`src/rtl/dm_pkg.sv`:
```
// Shared constants for the data-memory access controller: size codes, FSM encoding,
// byte-enable patterns and the alignment/lane helpers used by the top module.
package dm_pkg;

  localparam logic [1:0] SZ_B = 2'b00;
  localparam logic [1:0] SZ_H = 2'b01;
  localparam logic [1:0] SZ_W = 2'b11;

  // op[OP_UNS] selects zero-extension on loads
  localparam int OP_UNS = 2;

  localparam logic [1:0] ST_IDLE   = 2'd0;
  localparam logic [1:0] ST_ACCESS = 2'd1;
  localparam logic [1:0] ST_RESP   = 2'd2;
  localparam logic [1:0] ST_FAULT  = 2'd3;

  localparam logic [3:0] BE_B0  = 4'b0001;
  localparam logic [3:0] BE_LO  = 4'b0011;
  localparam logic [3:0] BE_HI  = 4'b1100;
  localparam logic [3:0] BE_ALL = 4'b1111;

  // size code 2'b10 is illegal and always traps
  function automatic logic access_fault(input logic [1:0] sz, input logic [1:0] lane);
    case (sz)
      SZ_B:    return 1'b0;
      SZ_H:    return lane[0];
      SZ_W:    return lane != 2'b00;
      default: return 1'b1;
    endcase
  endfunction

  function automatic logic [3:0] lane_be(input logic [1:0] sz, input logic [1:0] lane);
    case (sz)
      SZ_B:    return BE_B0 << lane;
      SZ_H:    return lane[1] ? BE_HI : BE_LO;
      default: return BE_ALL;
    endcase
  endfunction

endpackage

```
`src/rtl/ld_align.sv`:
```
// Load lane extraction: picks the addressed byte/half out of the memory word
// (little-endian) and sign- or zero-extends it to 32 bits.
module ld_align
  import dm_pkg::*;
(
  input  logic [31:0] dm_dout,
  input  logic [1:0]  lane,
  input  logic [2:0]  op,
  output logic [31:0] result
);

  logic [7:0]  byte_lane [4];
  logic [7:0]  sel_b;
  logic [15:0] sel_h;
  logic        fill;

  genvar gi;
  generate
    for (gi = 0; gi < 4; gi++) begin : g_lane
      assign byte_lane[gi] = dm_dout[8*gi +: 8];
    end
  endgenerate

  always_comb begin
    sel_b  = byte_lane[lane];
    sel_h  = lane[1] ? dm_dout[31:16] : dm_dout[15:0];
    fill   = 1'b0;
    result = dm_dout;
    case (op[1:0])
      SZ_B: begin
        fill   = ~op[OP_UNS] & sel_b[7];
        result = {{24{fill}}, sel_b};
      end
      SZ_H: begin
        fill   = ~op[OP_UNS] & sel_h[15];
        result = {{16{fill}}, sel_h};
      end
      default: result = dm_dout;
    endcase
  end

endmodule

```
`src/rtl/dm_access_ctrl.sv`:
```
// Multicycle load/store controller in front of dm_8k: registers the memory request,
// traps misaligned/illegal accesses, and captures the extended load result.
module dm_access_ctrl
  import dm_pkg::*;
#(
  parameter int DM_AW = 11
) (
  input  logic             clk,
  input  logic             rst,
  input  logic             req,
  input  logic             we_req,
  input  logic [2:0]       op,
  input  logic [31:0]      addr,
  input  logic [31:0]      wdata,
  output logic             busy,
  output logic             done,
  output logic             err,
  output logic [31:0]      err_addr,
  output logic [31:0]      rdata,
  output logic [DM_AW-1:0] dm_addr,
  output logic [3:0]       dm_be,
  output logic [31:0]      dm_din,
  output logic             dm_we,
  input  logic [31:0]      dm_dout
);

  logic [1:0]  state_reg;
  logic [2:0]  op_reg;
  logic [1:0]  lane_reg;
  logic [31:0] ld_result;

  ld_align u_ld_align (
    .dm_dout (dm_dout),
    .lane    (lane_reg),
    .op      (op_reg),
    .result  (ld_result)
  );

  // Pulses come straight from the state so an async reset kills them instantly
  assign busy = state_reg != ST_IDLE;
  assign done = (state_reg == ST_RESP) || (state_reg == ST_FAULT);
  assign err  = state_reg == ST_FAULT;

  always_ff @(posedge clk or posedge rst) begin
    if (rst) begin
      state_reg <= ST_IDLE;
      op_reg    <= '0;
      lane_reg  <= '0;
      err_addr  <= '0;
      rdata     <= '0;
      dm_addr   <= '0;
      dm_be     <= '0;
      dm_din    <= '0;
      dm_we     <= 1'b0;
    end else begin
      case (state_reg)
        ST_IDLE: begin
          if (req) begin
            if (access_fault(op[1:0], addr[1:0])) begin
              err_addr  <= addr;
              state_reg <= ST_FAULT;
            end else begin
              dm_addr   <= addr[DM_AW+1:2];
              dm_be     <= lane_be(op[1:0], addr[1:0]);
              dm_din    <= wdata;
              dm_we     <= we_req;
              op_reg    <= op;
              lane_reg  <= addr[1:0];
              state_reg <= ST_ACCESS;
            end
          end
        end
        ST_ACCESS: begin
          // dm_we doubles as the store flag for this access
          if (!dm_we) rdata <= ld_result;
          dm_we     <= 1'b0;
          state_reg <= ST_RESP;
        end
        default: state_reg <= ST_IDLE;
      endcase
    end
  end

endmodule
```
`config.mk`:
```
export PLATFORM = sky130hd
export DESIGN_NAME = dm_access_ctrl
export DESIGN_NICKNAME = d
export VERILOG_FILES = /design/src/rtl/dm_pkg.sv /design/src/rtl/ld_align.sv /design/src/rtl/dm_access_ctrl.sv
export SDC_FILE = /design/constraint.sdc
export NUM_CORES = 1
export LEC_CHECK = 0
export CORE_MARGIN = 2
export CORE_UTILIZATION = 43
export DETAILED_ROUTE_END_ITERATION = 10
export HOLD_SLACK_MARGIN = 0.05
export PLACE_DENSITY = 0.8
export RECOVER_POWER = 50
export SLEW_MARGIN = 20
export SYNTH_ARGS = -nofsm -noshare
export SYNTH_HDL_FRONTEND = slang
export SYNTH_SLANG_ARGS = --single-unit
```
`constraint.sdc`:
```
create_clock -name clk -period 5.4 [get_ports clk]
set_clock_uncertainty 0.2 [all_clocks]
set_input_delay 1.08 -clock clk [delete_from_list [all_inputs] [get_ports clk]]
set_output_delay 1.08 -clock clk [all_outputs]
set_load 0.005 [all_outputs]
```
==> results of run 1 <==
[metrics by stage]
stage | area, µm² | utilization (%) | setup slack, ns | hold WS (ns) | power (mW)
floorplan | 5240 | - | 0.963 | 0.273 | 2.36
CTS | 8080 | 67.5 | 2.17 | 0.281 | 4.70
global placement | 7440 | 62.2 | 1.84 | 0.261 | 3.39
detailed placement | 7440 | 62.2 | 1.75 | 0.269 | 3.46
global route | 8080 | 67.5 | 1.63 | 0.305 | 4.85
finish | 8080 | 67.5 | 1.96 | 0.270 | 4.58
[cells in the final DEF, fill, tap and decap left out, drive strengths merged]
cell type | synthesis | layout
nor4 | 1 | 1
clkdlybuf4s50 | 0 | 170
a21o | 1 | 1
nand2b | 9 | 9
xor2 | 1 | 1
mux2 | 89 | 89
nand4 | 1 | 1
nand3b | 17 | 17
a221oi | 7 | 7
mux2i | 3 | 3
o21ai | 20 | 20
a311o | 1 | 1
clkbuf | 15 | 23
nor3 | 2 | 2
o221ai | 2 | 2
or3 | 1 | 1
a21oi | 18 | 18
or3b | 1 | 1
a32oi | 1 | 1
nand2 | 36 | 36
nand3 | 33 | 33
nor3b | 4 | 4
a211o | 1 | 1
dlygate4sd3 | 0 | 47
a21boi | 1 | 1
nor2b | 2 | 2
dfrtp | 119 | 119
inv | 6 | 5
and2 | 2 | 2
clkinv | 0 | 5
nor2 | 2 | 2
buf | 12 | 5
bufinv | 0 | 4
or2 | 1 | 1
nor4b | 1 | 1
clkinvlp | 0 | 1
[cell type report]
class / count / share of cell area [%]
timing repair buffer: 222 / 27.4
tap: 147 / 2.28
inverter: 6 / 0.294
clock inverter: 9 / 1.80
clock buffer: 23 / 6.04
multi-input combinational: 258 / 25.4
sequential: 119 / 36.9
[synth_stat cells (5+ instances only)]
cell | n | area (µm²)
sky130_fd_sc_hd__nand2b_1 | 9 | 56.3
sky130_fd_sc_hd__inv_1 | 5 | 18.8
sky130_fd_sc_hd__clkbuf_1 | 15 | 56.3
sky130_fd_sc_hd__nand3b_1 | 17 | 128
sky130_fd_sc_hd__a21oi_1 | 18 | 90.1
sky130_fd_sc_hd__dfrtp_1 | 119 | 2980
sky130_fd_sc_hd__nand3_1 | 33 | 165
sky130_fd_sc_hd__o21ai_0 | 20 | 100
sky130_fd_sc_hd__nand2_1 | 36 | 135
sky130_fd_sc_hd__a221oi_1 | 7 | 61.3
sky130_fd_sc_hd__mux2_4 | 20 | 300
sky130_fd_sc_hd__mux2_2 | 69 | 777
[metal layers]
metal	GRT usage (%)	vias to the layer above	share of wire, %
met5	0	-	0
met1	25.7	2008	39
li1	-	1892	-
met4	8.86	0	2.3
met3	8.47	33	8.5
met2	35.6	184	50
[cells by family (layout without fill, tap and decap cells)]
group	count (synthesis)	after routing	synth area share [%]
and+or+nand+nor	113	113	11.9
xor gates and xnor gates	1	1	0.167
AOI/OAI and AO/OA	52	52	5.95
buffers and inverters	33	260	4.01
DFF	119	119	56.9
muxes	92	92	21.1
[power groups by stage]
stage / combinational (mW) / sequential [mW] / clock [mW]
finish: 1.72 / 1.66 / 1.20
global route: 1.87 / 1.72 / 1.26
CTS: 1.81 / 1.66 / 1.22
detailed placement: 1.79 / 1.67 / 0
global placement: 1.75 / 1.64 / 0
floorplan: 0.768 / 1.59 / 0
[worst max-delay path: stages]
cell	delay, ns
sky130_fd_sc_hd__dlygate4sd3_1	0.68
sky130_fd_sc_hd__nand2_1	0.13
sky130_fd_sc_hd__a21boi_0	0.43
sky130_fd_sc_hd__and2_4	0.73
sky130_fd_sc_hd__mux2_2	0.41
[worst max path at each step]
stage | endpoint | slack [ns] | cells past startpoint | start
after CTS | dm_din[2] | 2.17 | 5 | addr[0]
final | dm_din[4] | 1.96 | 5 | addr[0]
after global routing | op_reg[1] | 1.63 | 3 | rst
after detailed placement | dm_din[2] | 1.75 | 5 | addr[0]
after floorplan | dm_addr[0] | 0.96 | 1 | rst
after global placement | dm_din[5] | 1.84 | 5 | addr[0]
==> results by stage, run 1 <==
Status:
- The flow ran to the end, but the final reports show violations.
- The checks that failed: capacitance limit, slew limit.

Cells and area:
- The share of final-layout standard cells stronger than drive strength 1 is 19.6%.
- The layout overhead on the synthesized area is 54.3%.
- The finished layout holds 784 standard cells, fillers aside.
- The largest registers in the layout are dm_din x32, err_addr x32, rdata x32.
- The number of diodes is 0.
- The number of fill cells in the layout is 881.
- The register area is 0.00298 mm².
- The area of the multi-input gates is 0.00205 mm².
- The net count of the finished layout is 727.

Synth:
- The synthesized net count is 513.
- Yosys printed 0 warnings.
- The predominant post-synthesis flop cell is sky130_fd_sc_hd__dfrtp_1.
- The number of enable flip-flop cells after synthesis is 0.
- The synthesized netlist occupies a cell area of 0.00524 mm².
- The proportion of register bits with asynchronous set or reset after synthesis is 100%.
- The share of the Yosys chip area taken by registers is 56.9%.
- The number of different library cells used by synthesis comes to 40.
- The number of synthesized register bits is 119.
- A synthesized cell averages 12.8 µm².
- The count of mapped cells out of synthesis is 410.

Timing:
- For the pin with the worst max-slew slack, the measured transition is 2.47 ns.
- Based on the critical path, the design can be clocked at up to 291 MHz.
- For the final routed database, the setup TNS stands at 0 ns.
- The worst path uses 63.7% of the clock period.
- The final setup violation count is 0.
- The final-report hold violation count is 0.
- For the finished layout, the period the worst path requires is 3.44 ns.
- Setup repair after global routing left no endpoint under its margin.
- In this run the tightest slew margin relative to its limit is -65.7%.
- The max-slew violation count was 57.

Power:
- The part of the power in the clock network is 26.2%.
- Power spread over the standard cell area amounts to 567 mW/mm².
- The internal portion of the total power is 3.28 mW.
- In this run switching power makes up 28.4% of total power.
- The leakage power of the design is 3.40 nW.
- The combinational share of power is 37.6%.
- Across the VDD grid, the largest voltage drop is 0.292 mV.
- The net switching power is 1.30 mW.
- Sequential cells account for 36.1% of the total power.

Drt:
- After detailed routing, the number of remaining DRC violations is 0.
- The count of antenna-violating nets left after detailed routing is 0.
- The detailed router finished its first iteration with 339 violations.
- The count of vias placed by the detailed router is 4,117.
- Using the TritonRoute via totals, the vias-per-cell ratio works out to 5.25.
- In the final routed layout, each cell accounts on average for 17.9 µm.
- The routed wire length is 14,000 µm.
- Before antenna repair, the detailed router went through 4 iterations.

Global routing:
- The first-pass GRT wire length is 21,900 µm.
- The largest net degree at the start of global routing is 57.
- The initial antenna violation count is 0.
- The aggregate global-route resource usage is 21.7%.
- The total grt overflow is 0.
- The number of global-route vias before repair was 4,356.

Place:
- The half-perimeter wire length after placement is 9790 µm.
- The post-placement cell count is 752.
- Buffers placed on the I/O ports in this run total 217.
- Routability-driven placement finished with a final weighted congestion of 0.819.

Hold path:
- The worst hold path passes through 2 cells.
- The endpoint with the worst hold slack is rdata[1].
- The worst hold-check path type is reg2reg.
- The startpoint of the worst hold path is rdata[1].

Clocking:
- The number of hold buffers added after CTS was 0.
- Once the clock tree was built, the setup fixing pass inserted 0 buffers.
- The clock tree from TritonCTS is yes.
- TritonCTS created 17 clock buffers.
- The root buffer cell chosen for the clock tree is sky130_fd_sc_hd__clkbuf_16.
- The insertion delay to the later sink of the worst-skew pair is 0.41 ns.
- Clock-pin slew was measured on the worst setup and hold paths at 0.05 ns.
- The sink count of the clock tree is 119.
- In this run the number of H-tree levels came out at 4.
- Post-CTS repair changed the size of 0 cells.
- Counting along the longest clock path gives a buffer depth of 2.

Floorplan:
- The die height is 114 µm.
- The floorplan die width is 114 µm.
- In this run the core area contains 40 standard-cell rows.
- The initial utilization of the core area, before any placement, comes to 43.8%.
- The die covers 0.0131 mm².
- The total area inside the core boundary comes to 0.0120 mm².
- The I/O pin total is 218.

Worst setup path:
- The critical setup path kind is in2reg.
- For the worst flop-to-flop path, the logic depth is 4.
- Data on the critical path arrives at its endpoint at 3.53 ns.
- For flop-to-flop paths, the worst setup slack is 2.51 ns.
- The endpoint identified for the worst register-to-register timing path is rdata[14].
- The worst setup path is launched from an input pin.
- The worst setup path is captured at a flop.
- The reg-to-reg critical path startpoint is lane_reg[1].
- The largest fanout on the critical path is 48.
- For the worst setup path, the data required time is 5.49 ns.

Run:
- The tool flagged a number of max-cap violations equal to 1.
Power figures use the tool's default switching activity.
==> run 2: changes to the inputs <==
==> constraint.sdc (replaced) <==
create_clock -name clk -period 3.49 [get_ports clk]
set_clock_uncertainty 0.2 [all_clocks]
set_input_delay 0.698 -clock clk [delete_from_list [all_inputs] [get_ports clk]]
set_output_delay 0.698 -clock clk [all_outputs]
set_load 0.005 [all_outputs]
==> run 2 against run 1 <==
Effect of this change: the flow still finishes with violations (capacitance limit, slew limit); sequential power grew 50%; first-iteration DRC count is 2.1% lower; sequential cell count unchanged; non-clock buffer count up 5; cell count is 0.38% higher; setup slack got worse by 1.4 ns; clock power grew 42%; power up 52%; via count is 0.70% higher; die area unchanged; combinational power is 60% higher; critical endpoint is now dm_addr[8]; largest cell class unchanged; largest power group unchanged.
==> results by stage, run 2 (synthesis gave the netlist of run 1 again) <==
Worst setup path:
- The cell at the slowest stage of the critical path is sky130_fd_sc_hd__dlygate4sd3_1.
- The reg-to-reg critical path startpoint is op_reg[1].
- The capturing instance or port of the critical path is dm_addr[8].
- The critical path data required time is 3.58 ns.
- The origin of the worst setup path is addr[1].
- The maximum cell stage delay along the critical path is 0.65 ns.
- The signal on the critical path passes through dlygate4sd3_1 > nand2b_1 > a21boi_0 > and2_4 > buf_12 > mux2_2.
- The critical path is of the in2reg type.
- The worst setup path is captured at a flop.
- The setup slack of the worst register-to-register path is 0.98 ns.
- The number of cells on the worst reg-to-reg path is 5.
- The endpoint identified for the worst register-to-register timing path is rdata[6].
- Of all nets on the critical path, the largest fanout is 32.
- Data on the critical path arrives at its endpoint at 3.02 ns.
- STA classifies the critical path startpoint as an input pin.

Drt:
- After detailed routing, the number of remaining DRC violations is 0.
- The average wire per standard cell is 17.5 µm.
- Summed over all layers, the routed wires come to 13,800 µm.
- The average vias per placed instance is 5.27.
- After the first detailed-routing iteration, the DRC count stood at 332.
- The count of nets left with antenna violations once routing finished came out at 0.
- For this run, the detailed router's first-pass iteration total came to 5.
- Summing over every cut layer, the via total after detailed routing is 4,146.

Status:
- The checks that failed: capacitance limit, slew limit.
- The flow ran to the end, but the final reports show violations.

Place:
- The placer's final routability congestion estimate is 0.821.
- Detailed placement ended at an HPWL of 9970 µm.
- The number of port buffers is 217.
- After detailed placement, the total cell area comes to 0.00753 mm².

Clocking:
- Gates resized during post-CTS repair numbered 0.
- The post-CTS setup buffer count is 0.
- The sink count of the clock tree is 119.
- The hold buffer count at CTS is 0.
- TritonCTS built the clock tree.
- The later pin in the worst-skew pair is clocked with a latency of 0.41 ns.
- The root buffer cell chosen for the clock tree is sky130_fd_sc_hd__clkbuf_16.
- The CTS clock-pin slew for the worst setup and hold paths is 0.05 ns.
- Buffers inserted during clock tree synthesis total 17.
- The H-tree level count is 4.
- The maximum clock insertion buffer count is 2.

Hold path:
- The min-delay analysis places its worst path in the category reg2reg.

Floorplan:
- After floorplanning, the core was sized to cover 0.0120 mm².
- Once the floorplan was initialized, standard cells occupied 43.8% of the core.
- During I/O placement, the number of pins put on the boundary was 218.
- The floorplan die width is 114 µm.
- Measured along the y axis, the die boundary spans 114 µm.
- The die covers 0.0131 mm².
- The placement row count is 40.

Power:
- The sum of internal, switching and leakage power is 6.95 mW.
- The maximum vdd ir drop is 0.574 mV.
- In this run the power density over the cells is 858 mW/mm².
- The leakage power of the design is 3.39 nW.

Global routing:
- Entering global routing, the biggest net connects 80 pins.
- After global routing the overflow that remains totals 0.
- The initial antenna violation count came to 0.
- The first-pass GRT wire length is 21,900 µm.
- The aggregate global-route resource usage is 21.5%.
- The number of global-route vias before repair came to 4,422.

Timing:
- The final clock period utilization by the worst path is 84.0%.
- On the final layout, the worst hold slack is 0.281 ns.
- The final setup violation count is 0.
- The top achievable clock speed is 341 MHz.
- The clock period could shrink to 2.93 ns.
- The max-slew violation count was 80.
- The final-report hold violation count is 0.
- At the pin with the least slew margin, the transition time is 1.94 ns.
- The worst pin sits at a relative slew slack of -29.2%.
- Setup repair after global routing left no endpoint under its margin.
- The final total negative setup slack is 0 ns.

Cells and area:
- In the final layout, the registers with the most flip-flops are dm_din x32, err_addr x32, rdata x32.
- The top cell types in the final layout, fill and taps aside, are sky130_fd_sc_hd__clkdlybuf4s50_1, sky130_fd_sc_hd__dfrtp_1, sky130_fd_sc_hd__mux2_2, sky130_fd_sc_hd__dlygate4sd3_1, sky130_fd_sc_hd__nand2_1.
- With fillers left out, the area of the finished cells amounts to 0.00809 mm².
- After the last flow step, the layout net total stands at 732.
- The number of diodes is 0.
- The library cell used most frequently in the layout, excluding fill and tap cells, is sky130_fd_sc_hd__clkdlybuf4s50_1.
- Relative to the synthesized area, the layout overhead comes to 54.6%.
- The share of final-layout standard cells stronger than drive strength 1 is 20.9%.

Run:
- Across the run, the number of max-cap violations was 1.
==> run 2: cell types whose count changed in the layout (fill, tap and decap cells not counted), moves of 2 or more <==
cell | before | now
sky130_fd_sc_hd__mux2_1 | 6 | 0
sky130_fd_sc_hd__mux2_2 | 63 | 69
sky130_fd_sc_hd__clkinvlp_4 | 0 | 4
sky130_fd_sc_hd__buf_12 | 0 | 2
sky130_fd_sc_hd__bufinv_16 | 4 | 2
sky130_fd_sc_hd__clkinv_2 | 5 | 3
==> run 2: layer usage <==
metal	vias to the layer above	GRT usage, %	wire (µm)
li1	1902	-	-
met1	2036	26.0	5530
met2	182	35.7	6850
met3	26	7.57	1130
met4	0	7.97	254
met5	-	0	0
==> run 2: through the flow <==
step	setup WS (ns)	instances	utilization, %
2_1_floorplan	1.14	410	-
3_3_place_gp	0.491	757	62.9
3_5_place_dp	0.415	757	62.9
4_1_cts	0.838	787	67.8
5_1_grt	0.375	787	67.7
6_report	0.558	787	67.7
==> run 2: worst min-delay path by stage <==
stage             start        to  slack, ns  cells after the start
2_1_floorplan  rdata[0]  rdata[0]       0.27                      2
3_3_place_gp   rdata[1]  rdata[1]       0.26                      2
3_5_place_dp   rdata[4]  rdata[4]       0.28                      2
4_1_cts        rdata[4]  rdata[4]       0.29                      2
5_1_grt        rdata[4]  rdata[4]       0.31                      2
6_report       rdata[1]  rdata[1]       0.28                      2
==> run 2: worst max-delay path, delay by kind of cell <==
| family | cells | cell delay (ns) |
|---|---|---|
| AOI/OAI and AO/OA | 1 | 0.51 |
| buffers and inverters | 2 | 0.89 |
| muxes | 1 | 0.37 |
| and+or+nand+nor | 2 | 0.53 |
==> run 2: layout make-up <==
cell class              count  area (µm²)
fillers                   882        3870
flip-flops and latches    119        2980
repair buffers            227        2270
multi-input cells         258        2060
clock buffers              22         484
well taps                 147         184
clock inverters             8        97.6
inverters                   6        26.3
==> run 2: power breakdown <==
group	internal, mW	switching (mW)
Combinational	1.79	0.970
Clock	1.11	0.586
Sequential	2.05	0.438
Total	4.95	1.99
